<file path="config.mk">
export PLATFORM = sky130hd
export DESIGN_NAME = sum_accumulator_flat
export DESIGN_NICKNAME = d
export VERILOG_FILES = /design/src/rtl/sum_accumulator_if.sv /design/src/rtl/sum_accumulator.sv /design/src/flat_wrapper.sv
export SDC_FILE = /design/constraint.sdc
export NUM_CORES = 1
export LEC_CHECK = 0
export ABC_AREA = 1
export BUFFER_PORTS_ARGS = -buffer_cell sky130_fd_sc_hd__buf_2
export CORE_AREA = 10 10 53 55
export DETAILED_ROUTE_END_ITERATION = 12
export DIE_AREA = 0 0 63 65
export PLACE_DENSITY = 0.8
export SYNTH_ARGS = -nofsm -noshare
export SYNTH_HDL_FRONTEND = slang
export SYNTH_SLANG_ARGS = --single-unit
</file>
<file path="constraint.sdc">
create_clock -name clk -period 1.7 [get_ports clk]
set_input_delay 0.085 -clock clk [delete_from_list [all_inputs] [get_ports clk]]
set_output_delay 0.085 -clock clk [all_outputs]
set_load 0.1 [all_outputs]
</file>
<file path="src/rtl/sum_accumulator_if.sv">
// -----------------------------------------------------------------------------
// sum_accumulator_if
//   Handshake bundle for the sum_accumulator stage.
//   Input side:  in_valid / in_ready / in_sum (5-bit adder sum, carry in bit 4).
//   Output side: out_valid / out_ready / out_acc / out_ovf.
//   Side band:   clear (synchronous abort) and busy (batch in progress).
//   ACC_W must match the ACC_W of the sum_accumulator instance it connects to.
// -----------------------------------------------------------------------------
interface sum_accumulator_if #(
  parameter int ACC_W = 8
) ();

  logic             clear;
  logic             in_valid;
  logic             in_ready;
  logic [4:0]       in_sum;
  logic             out_valid;
  logic             out_ready;
  logic [ACC_W-1:0] out_acc;
  logic             out_ovf;
  logic             busy;

  // Producer / consumer side: drives samples, accepts results.
  modport master (
    output clear,
    output in_valid,
    output in_sum,
    output out_ready,
    input  in_ready,
    input  out_valid,
    input  out_acc,
    input  out_ovf,
    input  busy
  );

  // Accumulator side.
  modport slave (
    input  clear,
    input  in_valid,
    input  in_sum,
    input  out_ready,
    output in_ready,
    output out_valid,
    output out_acc,
    output out_ovf,
    output busy
  );

endinterface

</file>
<file path="src/rtl/sum_accumulator.sv">
// -----------------------------------------------------------------------------
// sum_accumulator
//   Sequential consumer of the 4-bit ripple adder's 5-bit sum. Accepts COUNT
//   samples over valid/ready, accumulates them into an ACC_W-bit register and
//   then holds the total on the output handshake until it is taken.
//
//   Two states:
//     ACC  - in_ready=1, samples are accumulated.
//     HOLD - in_ready=0, out_valid=1, result stable until out_ready.
//   Accept and result release never share a cycle, so a result costs at
//   least COUNT+1 cycles. in_ready depends on state only.
//
//   clear is a synchronous abort with highest priority: it drops a partial
//   batch or a held result and suppresses any accept in the same cycle.
//
//   Optional build macro: SUM_ACC_SATURATE_EN
//     defined   - on carry out of bit ACC_W-1 the accumulator pins to
//                 2^ACC_W-1 for the rest of the batch.
//     undefined - (default) the accumulator wraps modulo 2^ACC_W.
//   In both builds out_ovf records that the batch total exceeded ACC_W bits.
//
//   Parameter constraints: ACC_W >= 5, COUNT >= 1.
// -----------------------------------------------------------------------------
module sum_accumulator #(
  parameter int ACC_W = 8,
  parameter int COUNT = 4
) (
  input  logic               clk,
  input  logic               rst_n,
  sum_accumulator_if.slave   bus
);

  // COUNT=1 still gets a 1-bit counter that simply never leaves zero.
  localparam int                CNT_W    = (COUNT > 1) ? $clog2(COUNT) : 1;
  localparam logic [CNT_W-1:0]  CNT_LAST = CNT_W'(COUNT - 1);
  localparam int                SUM_W    = ACC_W + 1;

  // Legacy-compatible state encoding.
  localparam logic [0:0] ST_ACC  = 1'b0;
  localparam logic [0:0] ST_HOLD = 1'b1;

  logic [0:0]       state, state_next;
  logic [ACC_W-1:0] acc,   acc_next;
  logic [CNT_W-1:0] cnt,   cnt_next;
  logic             ovf,   ovf_next;

  logic             accept;
  logic             res_take;
  logic [SUM_W-1:0] sum_ext;
  logic             carry;
  logic [ACC_W-1:0] acc_add;

  // ---------------------------------------------------------------------------
  // Handshake outputs: all derived from registered state, no input feedthrough.
  // ---------------------------------------------------------------------------
  assign bus.in_ready  = (state == ST_ACC);
  assign bus.out_valid = (state == ST_HOLD);
  assign bus.out_acc   = (state == ST_HOLD) ? acc : '0;
  assign bus.out_ovf   = (state == ST_HOLD) & ovf;
  assign bus.busy      = (state == ST_ACC) && (cnt != '0);

  // clear masks both sides of the handshake so an abort never consumes data.
  assign accept   = bus.in_valid  && (state == ST_ACC)  && !bus.clear;
  assign res_take = bus.out_ready && (state == ST_HOLD) && !bus.clear;

  // One extra bit catches the carry out of the accumulator's MSB.
  assign sum_ext = {1'b0, acc} + SUM_W'(bus.in_sum);
  assign carry   = sum_ext[ACC_W];

`ifdef SUM_ACC_SATURATE_EN
  localparam logic [ACC_W-1:0] ACC_MAX = '1;
  // Once the batch has overflowed the total stays pinned at full scale.
  assign acc_add = (carry || ovf) ? ACC_MAX : sum_ext[ACC_W-1:0];
`else
  // Plain modulo-2^ACC_W wrap; ovf remembers that a wrap happened.
  assign acc_add = sum_ext[ACC_W-1:0];
`endif

  // Next-state logic for the FSM, accumulator, sample counter and ovf flag.
  always_comb begin
    // NOTE: every output of this block gets a default first so that no path
    // leaves a signal unassigned, which would otherwise infer a latch.
    state_next = state;
    acc_next   = acc;
    cnt_next   = cnt;
    ovf_next   = ovf;

    if (bus.clear) begin
      state_next = ST_ACC;
      acc_next   = '0;
      cnt_next   = '0;
      ovf_next   = 1'b0;
    end else begin
      case (state)
        ST_ACC: begin
          if (accept) begin
            acc_next = acc_add;
            ovf_next = ovf | carry;
            if (cnt == CNT_LAST) begin
              state_next = ST_HOLD;
              cnt_next   = '0;
            end else begin
              cnt_next   = cnt + CNT_W'(1);
            end
          end
        end
        ST_HOLD: begin
          if (res_take) begin
            state_next = ST_ACC;
            acc_next   = '0;
            ovf_next   = 1'b0;
          end
        end
        default: begin
          state_next = ST_ACC;
          acc_next   = '0;
          cnt_next   = '0;
          ovf_next   = 1'b0;
        end
      endcase
    end
  end

  // State register with asynchronous active-low reset.
  always_ff @(posedge clk or negedge rst_n) begin
    // NOTE: state is updated with non-blocking assignments so every register
    // samples the pre-edge values; every register here is small and reset, so
    // reset gives a fully defined restart even mid-batch or mid-HOLD.
    if (!rst_n) begin
      state <= ST_ACC;
      acc   <= '0;
      cnt   <= '0;
      ovf   <= 1'b0;
    end else begin
      state <= state_next;
      acc   <= acc_next;
      cnt   <= cnt_next;
      ovf   <= ovf_next;
    end
  end

  // ---------------------------------------------------------------------------
  // Protocol properties (ignored by synthesis).
  // ---------------------------------------------------------------------------
  // The two sides of the stage are never open at the same time.
  a_no_bypass : assert property (@(posedge clk) disable iff (!rst_n)
    bus.in_ready != bus.out_valid);

  // A held result does not change until it is taken or aborted.
  a_hold_stable : assert property (@(posedge clk) disable iff (!rst_n)
    (bus.out_valid && !bus.out_ready && !bus.clear)
      |=> (bus.out_valid && $stable(bus.out_acc) && $stable(bus.out_ovf)));

  // The sample counter never runs past the last sample of a batch.
  a_cnt_range : assert property (@(posedge clk) disable iff (!rst_n)
    cnt <= CNT_LAST);

endmodule

</file>
<file path="src/flat_wrapper.sv">
// flat-port wrapper written by rule: the top's interface ports become plain ports
module sum_accumulator_flat 
#(
  parameter int ACC_W = 8,
  parameter int COUNT = 4
)
  (clk, rst_n, bus_clear, bus_in_valid, bus_in_sum, bus_out_ready, bus_in_ready, bus_out_valid, bus_out_acc, bus_out_ovf, bus_busy);
  sum_accumulator_if #(.ACC_W(ACC_W)) bus_i ();
  input  logic clk;
  input  logic rst_n;
  input wire logic [$bits(bus_i.clear)-1:0] bus_clear;
  input wire logic [$bits(bus_i.in_valid)-1:0] bus_in_valid;
  input wire logic [$bits(bus_i.in_sum)-1:0] bus_in_sum;
  input wire logic [$bits(bus_i.out_ready)-1:0] bus_out_ready;
  output wire logic [$bits(bus_i.in_ready)-1:0] bus_in_ready;
  output wire logic [$bits(bus_i.out_valid)-1:0] bus_out_valid;
  output wire logic [$bits(bus_i.out_acc)-1:0] bus_out_acc;
  output wire logic [$bits(bus_i.out_ovf)-1:0] bus_out_ovf;
  output wire logic [$bits(bus_i.busy)-1:0] bus_busy;
  assign bus_i.clear = bus_clear;
  assign bus_i.in_valid = bus_in_valid;
  assign bus_i.in_sum = bus_in_sum;
  assign bus_i.out_ready = bus_out_ready;
  assign bus_in_ready = bus_i.in_ready;
  assign bus_out_valid = bus_i.out_valid;
  assign bus_out_acc = bus_i.out_acc;
  assign bus_out_ovf = bus_i.out_ovf;
  assign bus_busy = bus_i.busy;
  sum_accumulator #(.ACC_W(ACC_W), .COUNT(COUNT)) u_core (.clk(clk), .rst_n(rst_n), .bus(bus_i));
endmodule
</file>
==> results.yml, run 1 <==
cts:
  cts_buffers: 3
  h-tree-depth: 1
  clock_path_buffers: 2
  clk_latency_ns: 0.28
  cts_root_buffer: "clkbuf_4"
  cts_tree: "yes"
  clkTransAtPathRegs_ns: 0.08
  cts_sinks: 12
yosys:
  ys_ff_latch: 12
  synth_most_common_cell: "nand2_1"
  synth_area_leader_cell: "dfrtp_1"
  netlist_area_um2: 859.6
  netlist.area_leader.share: 0.3493
  syn_nets: 141
  synth_ff_type: "dfrtp_1"
  synth-edff-count: 0
  synth_cell_type_count: 22
  syn_area_per_cell_um2: 6.988
  synth_common_cells: "nand2_1, inv_1, dfrtp_1, nor2_1"
  yosysSeqAreaShare: 0.3493
  synth.area.top_cells: "dfrtp_1, nand2_1, ha_1, inv_1, nand3_1"
  synth_cells: 123
  synthArstFlopShare: 1.000
  yosysWarnings: 0
critical_path:
  critPathCaptureType: "register"
  worstPathRequired_ns: 1.91
  cp_max_fo: 3
  worstPathArrival_ns: 1.80
  rr_worst_depth: 9
  cpPeakStageDelay_ns: 0.41
  startpoint_type: "register"
  crit_slowest_cell: "dfrtp_1"
  crit_chain: "ha_2 > fa_1 > nand2_1 > nand2_1 > nand3_2 > nand2_2 > nand2_1 > nand2_1 > nor2_1"
  worstSetupPathType: "register to register"
  cpMostUsedCell: "nand2_1"
sta:
  skew_ns: 0.001272
  whs_ns: 0.1273
  timing.final.crit_share: 0.9347
  period_minus_slack_ns: 1.589
  worst_pin_slew_ns: 0.4887
  finalHoldViolCount: 0
  fin_tns_setup_ns: 0
  relSlewSlack: 0.6764
  slew_viol_final: 0
  setup_viol: 0
  max_freq_ghz: 0.6293
drt:
  vias: 809
  wl_per_cell_um: 10.87
  firstDrtPassIters: 4
  ant_nets: 0
  drc: 0
  drt_iter0_markers: 12
  routed_wl_um: 1892
  vias_per_cell: 4.649
floorplanning:
  dieHeight_um: 65
  core_region_area_um2: 1862
  dieWidth_um: 63
  row_count: 16
  pin_count: 22
  dieArea_um2: 4095
  start_util: 0.4617
grt:
  gr-usage-met2: 0.1713
  grt_pass1_vias: 807
  antenna_found_initial: 0
  use_met3: 0.02234
  busiest_layer: "met2"
  grt_first_pass_wirelength_um: 3325
  grt_max_degree: 15
  grt_overflow: 0
  grt_use_total: 0.09409
  grtUsageMet1: 0.1040
cells_and_area:
  fin_nets: 166
  drive_above_1_share: 0.2653
  area_growth_syn_to_layout_pct: 21.69
  insertedDiodeCount: 0
worst_hold_path:
  hold_path_class: "input port to register"
  hold_depth: 4
run_status:
  status: "complete, no violations"
run:
  drv_cap: 0
power_and_ir_drop:
  p_per_area_nw_per_um2: 775.5
  ir_worst_vdd_v: 0.0004778
  p_leak_nw: 0.6264
placement:
  io_buffers: 21
  hpwl_um: 1524
  globalplace.congestion: 0.9356
metrics by stage:
step	std cells	instance area [µm²]	worst slack (ns)	power, mW	utilization
floorplan	123	865.8	-0.07584	0.5217	-
global placement	169	989.7	0.1180	0.5665	0.5316
detailed placement	169	989.7	0.07647	0.5743	0.5316
CTS	174	1036	0.06299	0.8052	0.5565
global route	174	1046	-0.003906	0.8635	0.5618
finish	174	1046	0.1110	0.8111	0.5618
registers in the layout, summed over array words and instances, names as in the netlist:
signal and cells:
u_core.ovf 1, u_core.cnt 2, u_core.bus.out_valid 1, u_core.acc 8
worst max-delay path: cells and delay by family, from the launching register on:
kind / cells / cell delay, ns
fa+ha+maj: 2 / 0.59
flops: 1 / 0.41
simple gates: 7 / 0.54
cell families (layout without fill, tap and decap cells):
| logic type | Yosys count | after routing | share of synthesized area |
|---|---|---|---|
| simple gates | 69 | 69 | 0.3450 |
| buf+inv | 23 | 47 | 0.1092 |
| flops | 12 | 12 | 0.3493 |
| compound gates | 11 | 11 | 0.07133 |
| fa+ha+maj | 8 | 8 | 0.1252 |
power breakdown:
part	switching (mW)	leakage, nW	internal (mW)	total [mW]
Sequential	0.0254	0.159	0.312	0.338
Clock	0.104	0.0210	0.130	0.234
Combinational	0.153	0.446	0.0864	0.239
final timing paths:
check | endpoint | slack (ns) | from
worst max-delay path | u_core.acc[6] | 0.11 | u_core.acc[0]
worst min-delay path | u_core.bus.out_valid | 0.13 | bus_out_ready
worst min register to register | u_core.acc[2] | 0.53 | u_core.acc[2]
worst max register to register | u_core.acc[6] | 0.11 | u_core.acc[0]
min in group asynchronous | u_core.acc[2] | 0.20 | rst_n
max in group asynchronous | u_core.bus.out_valid | 1.25 | rst_n
timing repair:
item,4_1_cts,5_1_grt
gates resized for setup,0,3
hold buffers,1,0
buffers inserted,0,0
hold endpoints to repair,12,0
setup endpoints to repair,0,2
final cells by class:
type                    instances  area, µm²
well taps                      27      33.78
repair buffers                 22      115.1
multi-input cells              88      478.0
clock buffers                   4      36.28
flip-flops and latches         12      304.0
fillers                       191      815.8
inverters                      21      78.83
cell usage in the layout (no fill, tap or decap), types with 2 or more instances in the layout:
cell,synthesis,routed
clkbuf_4,0,3
buf_2,0,21
inv_2,2,2
ha_1,7,6
o21ai_0,5,5
nor2_1,9,8
nand2_1,43,42
a21oi_1,4,4
nand2_2,2,3
inv_1,19,19
dfrtp_1,12,11
nand3_1,7,6
nor2_2,2,3
routing by layer:
| metal | share of wire | wire length, µm |
|---|---|---|
| met1 | 0.44 | 836 |
| met5 | 0 | 0 |
| met3 | 0.043 | 82 |
| met2 | 0.51 | 964 |
| met4 | 0.0042 | 8 |
No activity file was read; power rests on OpenSTA's default activity.
==> inputs of run 2 (changes only) <==
Settings changed: CORE_AREA 10 10 53 55 to 10 10 65 67, DIE_AREA 0 0 63 65 to 0 0 75 77, PLACE_DENSITY 0.8 to 0.56.
==> run 2 against run 1 <==
Largest power group unchanged; critical endpoint unchanged; highest routed layer is now met3; non-clock buffer count unchanged; core utilization decreased by 21 points; critical path depth unchanged; fmax increased by 1.4%.
==> results.yml, run 2 (synthesis gave the netlist of run 1 again) <==
floorplanning:
  dieHeight_um: 77
  core_region_area_um2: 2978
  dieWidth_um: 75
  row_count: 20
  dieArea_um2: 5775
  pin_count: 22
  start_util: 0.2887
sta:
  whs_ns: 0.1406
  period_minus_slack_ns: 1.567
  max_freq_ghz: 0.6380
  skew_ns: 0.0009997
  worst_pin_slew_ns: 0.4952
  finalWorstSetupSlack_ns: 0.1326
  setup_viol: 0
  rsz0062_at_grt: "false"
  slew_viol_final: 0
  finalHoldViolCount: 0
  fin_tns_setup_ns: 0
  timing.final.crit_share: 0.9220
  relSlewSlack: 0.6721
power_and_ir_drop:
  clockPowerShare: 0.246
  p_switching_uw: 281.7
  seq_power_share: 0.438
  ir_worst_vdd_v: 0.0003001
  p_per_area_nw_per_um2: 738.7
  power_uw: 772.7
  internal_power_uw: 491.0
  p_leak_nw: 0.6190
  power_switching_share: 0.3646
  p_comb_frac: 0.316
cts:
  clk_latency_ns: 0.27
  cts_tree: "yes"
  cts_sinks: 12
  cts_root_buffer: "clkbuf_4"
  clock_path_buffers: 2
  h-tree-depth: 1
  cts_buffers: 3
  clkTransAtPathRegs_ns: 0.08
grt:
  grt_max_degree: 15
  grt_overflow: 0
  grt_use_total: 0.07353
  grt_first_pass_wirelength_um: 3477
  grt_pass1_vias: 787
  antenna_found_initial: 0
cells_and_area:
  final_util: 0.3513
  area_growth_syn_to_layout_pct: 21.69
  final_cell_area_um2: 1046
  final_common_cell: "nand2_1"
  fin_nets: 166
  top_register: "u_core.acc"
  largest_register_ffs: 8
  fin_cells: 180
  insertedDiodeCount: 0
  mostFrequentLayoutCells: "nand2_1, buf_2, inv_1, dfrtp_1, nor2_1"
  reg_top3: "u_core.acc x8, u_core.cnt x2"
  drive_above_1_share: 0.2653
drt:
  firstDrtPassIters: 4
  drc: 0
  met1_length_um: 922
  vias_per_cell: 4.456
  vias: 802
  drt_iter0_markers: 14
  routed_wl_um: 2007
  dr_wl_met2_um: 955
  wl_per_cell_um: 11.15
  ant_nets: 0
  top_layer: "met3"
  wl_met3_um: 129
placement:
  post-place-ws_ns: 0.03762
  globalplace.congestion: 0.8584
  placed_cells: 175
  io_buffers: 21
  placed_cell_area_um2: 997.2
  hpwl_um: 1591
critical_path:
  worstSetupPathType: "register to register"
  crit_slowest_cell: "dfrtp_1"
  worstPathArrival_ns: 1.78
  cp_max_fo: 3
  worstPathRequired_ns: 1.91
  crit_chain: "ha_2 > fa_2 > nand2_1 > nand2_1 > nand3_2 > nand2_2 > nand2_1 > nand2_1 > nor2_1"
  critPathCaptureType: "register"
  cpMostUsedCell: "nand2_1"
  startpoint_type: "register"
  cpPeakStageDelay_ns: 0.40
run_status:
  status: "complete, no violations"
worst_hold_path:
  hold_path_class: "input port to register"
run:
  drv_cap: 0
run 2: cell type report:
type	count	area [µm²]
tap	33	41.29
inverter	21	78.83
fill	322	1932
clock buffer	4	26.28
sequential	12	304.0
timing repair buffer	22	115.1
multi-input combinational	88	480.5
run 2: path summary, 6_finish.rpt:
kind	from	endpoint	slack [ns]	cells past startpoint
max	u_core.acc[0]	u_core.acc[6]	0.13	9
min	bus_out_ready	u_core.bus.out_valid	0.14	4
max reg2reg	u_core.acc[0]	u_core.acc[6]	0.13	9
min reg2reg	u_core.acc[4]	u_core.acc[4]	0.52	2
max in group asynchronous	rst_n	u_core.bus.out_valid	1.24	2
min in group asynchronous	rst_n	u_core.acc[1]	0.22	2
run 2: worst max-delay path, delay by kind of cell, from the launching register on:
family	cells	cell delay, ns
adder cells (fa/ha/maj)	2	0.54
AND/OR/NAND/NOR	7	0.55
flip-flops	1	0.40
run 2: power groups by stage:
stage               registers (mW)  clock network (mW)  logic, mW
floorplan                    0.339                   0      0.183
detailed placement           0.343                   0      0.233
finish                       0.338               0.190      0.244
CTS                          0.338               0.199      0.237
global placement             0.342                   0      0.230
global route                 0.342               0.216      0.279
run 2: layer usage:
layer  global-route usage  up-vias
met5                    0        -
met4              0.02841        0
met3              0.02317        0
met2               0.1099       15
met1              0.09421      361
li1                     -      426
run 2: what timing repair did:
action / CTS / global route
setup endpoints to repair: 0 / 2
hold buffers: 1 / 0
hold endpoints to repair: 12 / 0
resized for setup: 0 / 4
setup buffers: 0 / 0
==> inputs of run 3 (changes only) <==
Settings changed: CORE_AREA 10 10 65 67 to 2 2 57 59, DIE_AREA 0 0 75 77 to 0 0 59 61.
==> run 3 against run 2 <==
Fmax is 3.2% lower; routed wire length down 7.1%; combinational power about the same; power rose by 5.2%; cell count did not move; largest cell class unchanged; largest power group unchanged; highest routed layer is now met4; first-iteration DRC count is 43% higher; register-to-register slack lost 0.05 ns; critical path depth is 1 lower; sequential power about the same.
==> results.yml, run 3 (synthesis gave the netlist of run 1 again) <==
run_status:
  status: "complete, no violations"
drt:
  drt_iter0_markers: 20
  vias: 790
  vias_per_cell: 4.389
  ant_nets: 0
  wl_per_cell_um: 10.36
  routed_wl_um: 1864
  firstDrtPassIters: 4
  drc: 0
power_and_ir_drop:
  ir_worst_vdd_v: 0.0003897
  seq_power_share: 0.416
  clockPowerShare: 0.285
  power_switching_share: 0.3489
  p_leak_nw: 0.6264
  p_comb_frac: 0.300
  internal_power_uw: 529.3
  p_switching_uw: 283.7
  p_per_area_nw_per_um2: 771.7
sta:
  worst_pin_slew_ns: 0.4865
  skew_ns: 0.009075
  finalHoldViolCount: 0
  setup_viol: 0
  whs_ns: 0.1368
  fin_tns_setup_ns: 0
  slew_viol_final: 0
  period_minus_slack_ns: 1.619
  max_freq_ghz: 0.6177
  relSlewSlack: 0.6779
  timing.final.crit_share: 0.9524
cts:
  h-tree-depth: 1
  clk_latency_ns: 0.28
  cts_buffers: 3
  clock_path_buffers: 2
  cts_setup_buffers: 0
  cts_root_buffer: "clkbuf_4"
  clkTransAtPathRegs_ns: 0.08
  cts_sinks: 12
  cts_tree: "yes"
cells_and_area:
  area_growth_syn_to_layout_pct: 22.56
  insertedDiodeCount: 0
  drive_above_1_share: 0.2653
  final_util: 0.3568
  fillCellCount: 329
  seqCellArea_um2: 304.0
  top_register: "u_core.acc"
  multi_input_area_um2: 478.0
  fin_cells: 180
  fin_nets: 166
  final_cell_area_um2: 1054
  largest_register_ffs: 8
  reg_top3: "u_core.acc x8, u_core.cnt x2"
  mostFrequentLayoutCells: "nand2_1, buf_2, inv_1, dfrtp_1, nor2_1"
  final_common_cell: "nand2_1"
critical_path:
  worstSetupPathType: "register to register"
  worstPathArrival_ns: 1.79
  cp_max_fo: 3
  critPathCaptureType: "register"
  worstPathRequired_ns: 1.87
  startpoint_type: "register"
floorplanning:
  dieWidth_um: 59
  row_count: 20
  start_util: 0.2911
  pin_count: 22
  dieArea_um2: 3599
  core_region_area_um2: 2953
  dieHeight_um: 61
placement:
  placed_cell_area_um2: 997.2
  placed_cells: 175
  io_buffers: 21
  globalplace.congestion: 0.8473
  hpwl_um: 1451
grt:
  grt_max_degree: 15
  antenna_found_initial: 0
  grt_pass1_vias: 753
  grt_first_pass_wirelength_um: 3139
  grt_use_total: 0.1150
  grt_overflow: 0
run:
  drv_cap: 0
worst_hold_path:
  hold_path_class: "input port to register"
==> run 3: cell counts in the layout (fill, tap and decap cells not counted) <==
No cell type changed its count.
==> run 3: final cells by class <==
cell class,instances,share of cell area
multi-input combinational,88,0.4537
sequential,12,0.2886
timing repair buffer,22,0.1093
inverter,21,0.07482
tap,33,0.03919
clock buffer,4,0.03444
==> run 3: path summary, 6_finish.rpt <==
| path | slack (ns) | startpoint | cells after the start | end |
|---|---|---|---|---|
| setup / recovery | 0.08 | u_core.acc[0] | 8 | u_core.acc[6] |
| hold / removal | 0.14 | bus_out_ready | 4 | u_core.bus.out_valid |
| setup reg to reg | 0.08 | u_core.acc[0] | 8 | u_core.acc[6] |
| hold reg to reg | 0.52 | u_core.acc[2] | 2 | u_core.acc[2] |
| max in group asynchronous | 1.25 | rst_n | 2 | u_core.bus.out_valid |
| min in group asynchronous | 0.21 | rst_n | 2 | u_core.acc[1] |
==> run 3: routing by layer <==
layer  vias up  track usage  part of all wire  wire length (µm)
li1        425            -                 -                 -
met4         0      0.02922            0.0086                16
met1       348       0.1319              0.46               854
met5         -            0                 0                 0
met3         2      0.03412             0.044                82
met2        15       0.2095              0.49               912
==> run 3: repair_timing <==
item                       4_1_cts  5_1_grt
setup endpoints to repair        0        3
hold buffers                     1        0
hold endpoints to repair        12        0
resized for setup                0        3
==> run 3: worst max-delay path, stage by stage, from the launching register on <==
cell     delay [ns]
dfrtp_1        0.41
ha_2           0.20
fa_1           0.39
nand2_1        0.10
nand2_1        0.09
nand3_2        0.09
nand2_2        0.07
a21oi_2        0.11
nor2_1         0.04
==> run 3: power by group through the flow <==
| stage | combinational, mW | sequential, mW | clock, mW |
|---|---|---|---|
| after global placement | 0.229 | 0.342 | 0 |
| after floorplan | 0.183 | 0.339 | 0 |
| final | 0.244 | 0.338 | 0.231 |
| after global routing | 0.275 | 0.342 | 0.258 |
| after CTS | 0.237 | 0.338 | 0.238 |
| after detailed placement | 0.233 | 0.343 | 0 |
==> run 3: per-stage QoR <==
stage | power, mW | setup slack (ns)
finish | 0.8130 | 0.08100
CTS | 0.8129 | 0.03929
floorplan | 0.5217 | -0.07584
detailed placement | 0.5767 | 0.06266
global route | 0.8745 | -0.002925
global placement | 0.5707 | 0.1051
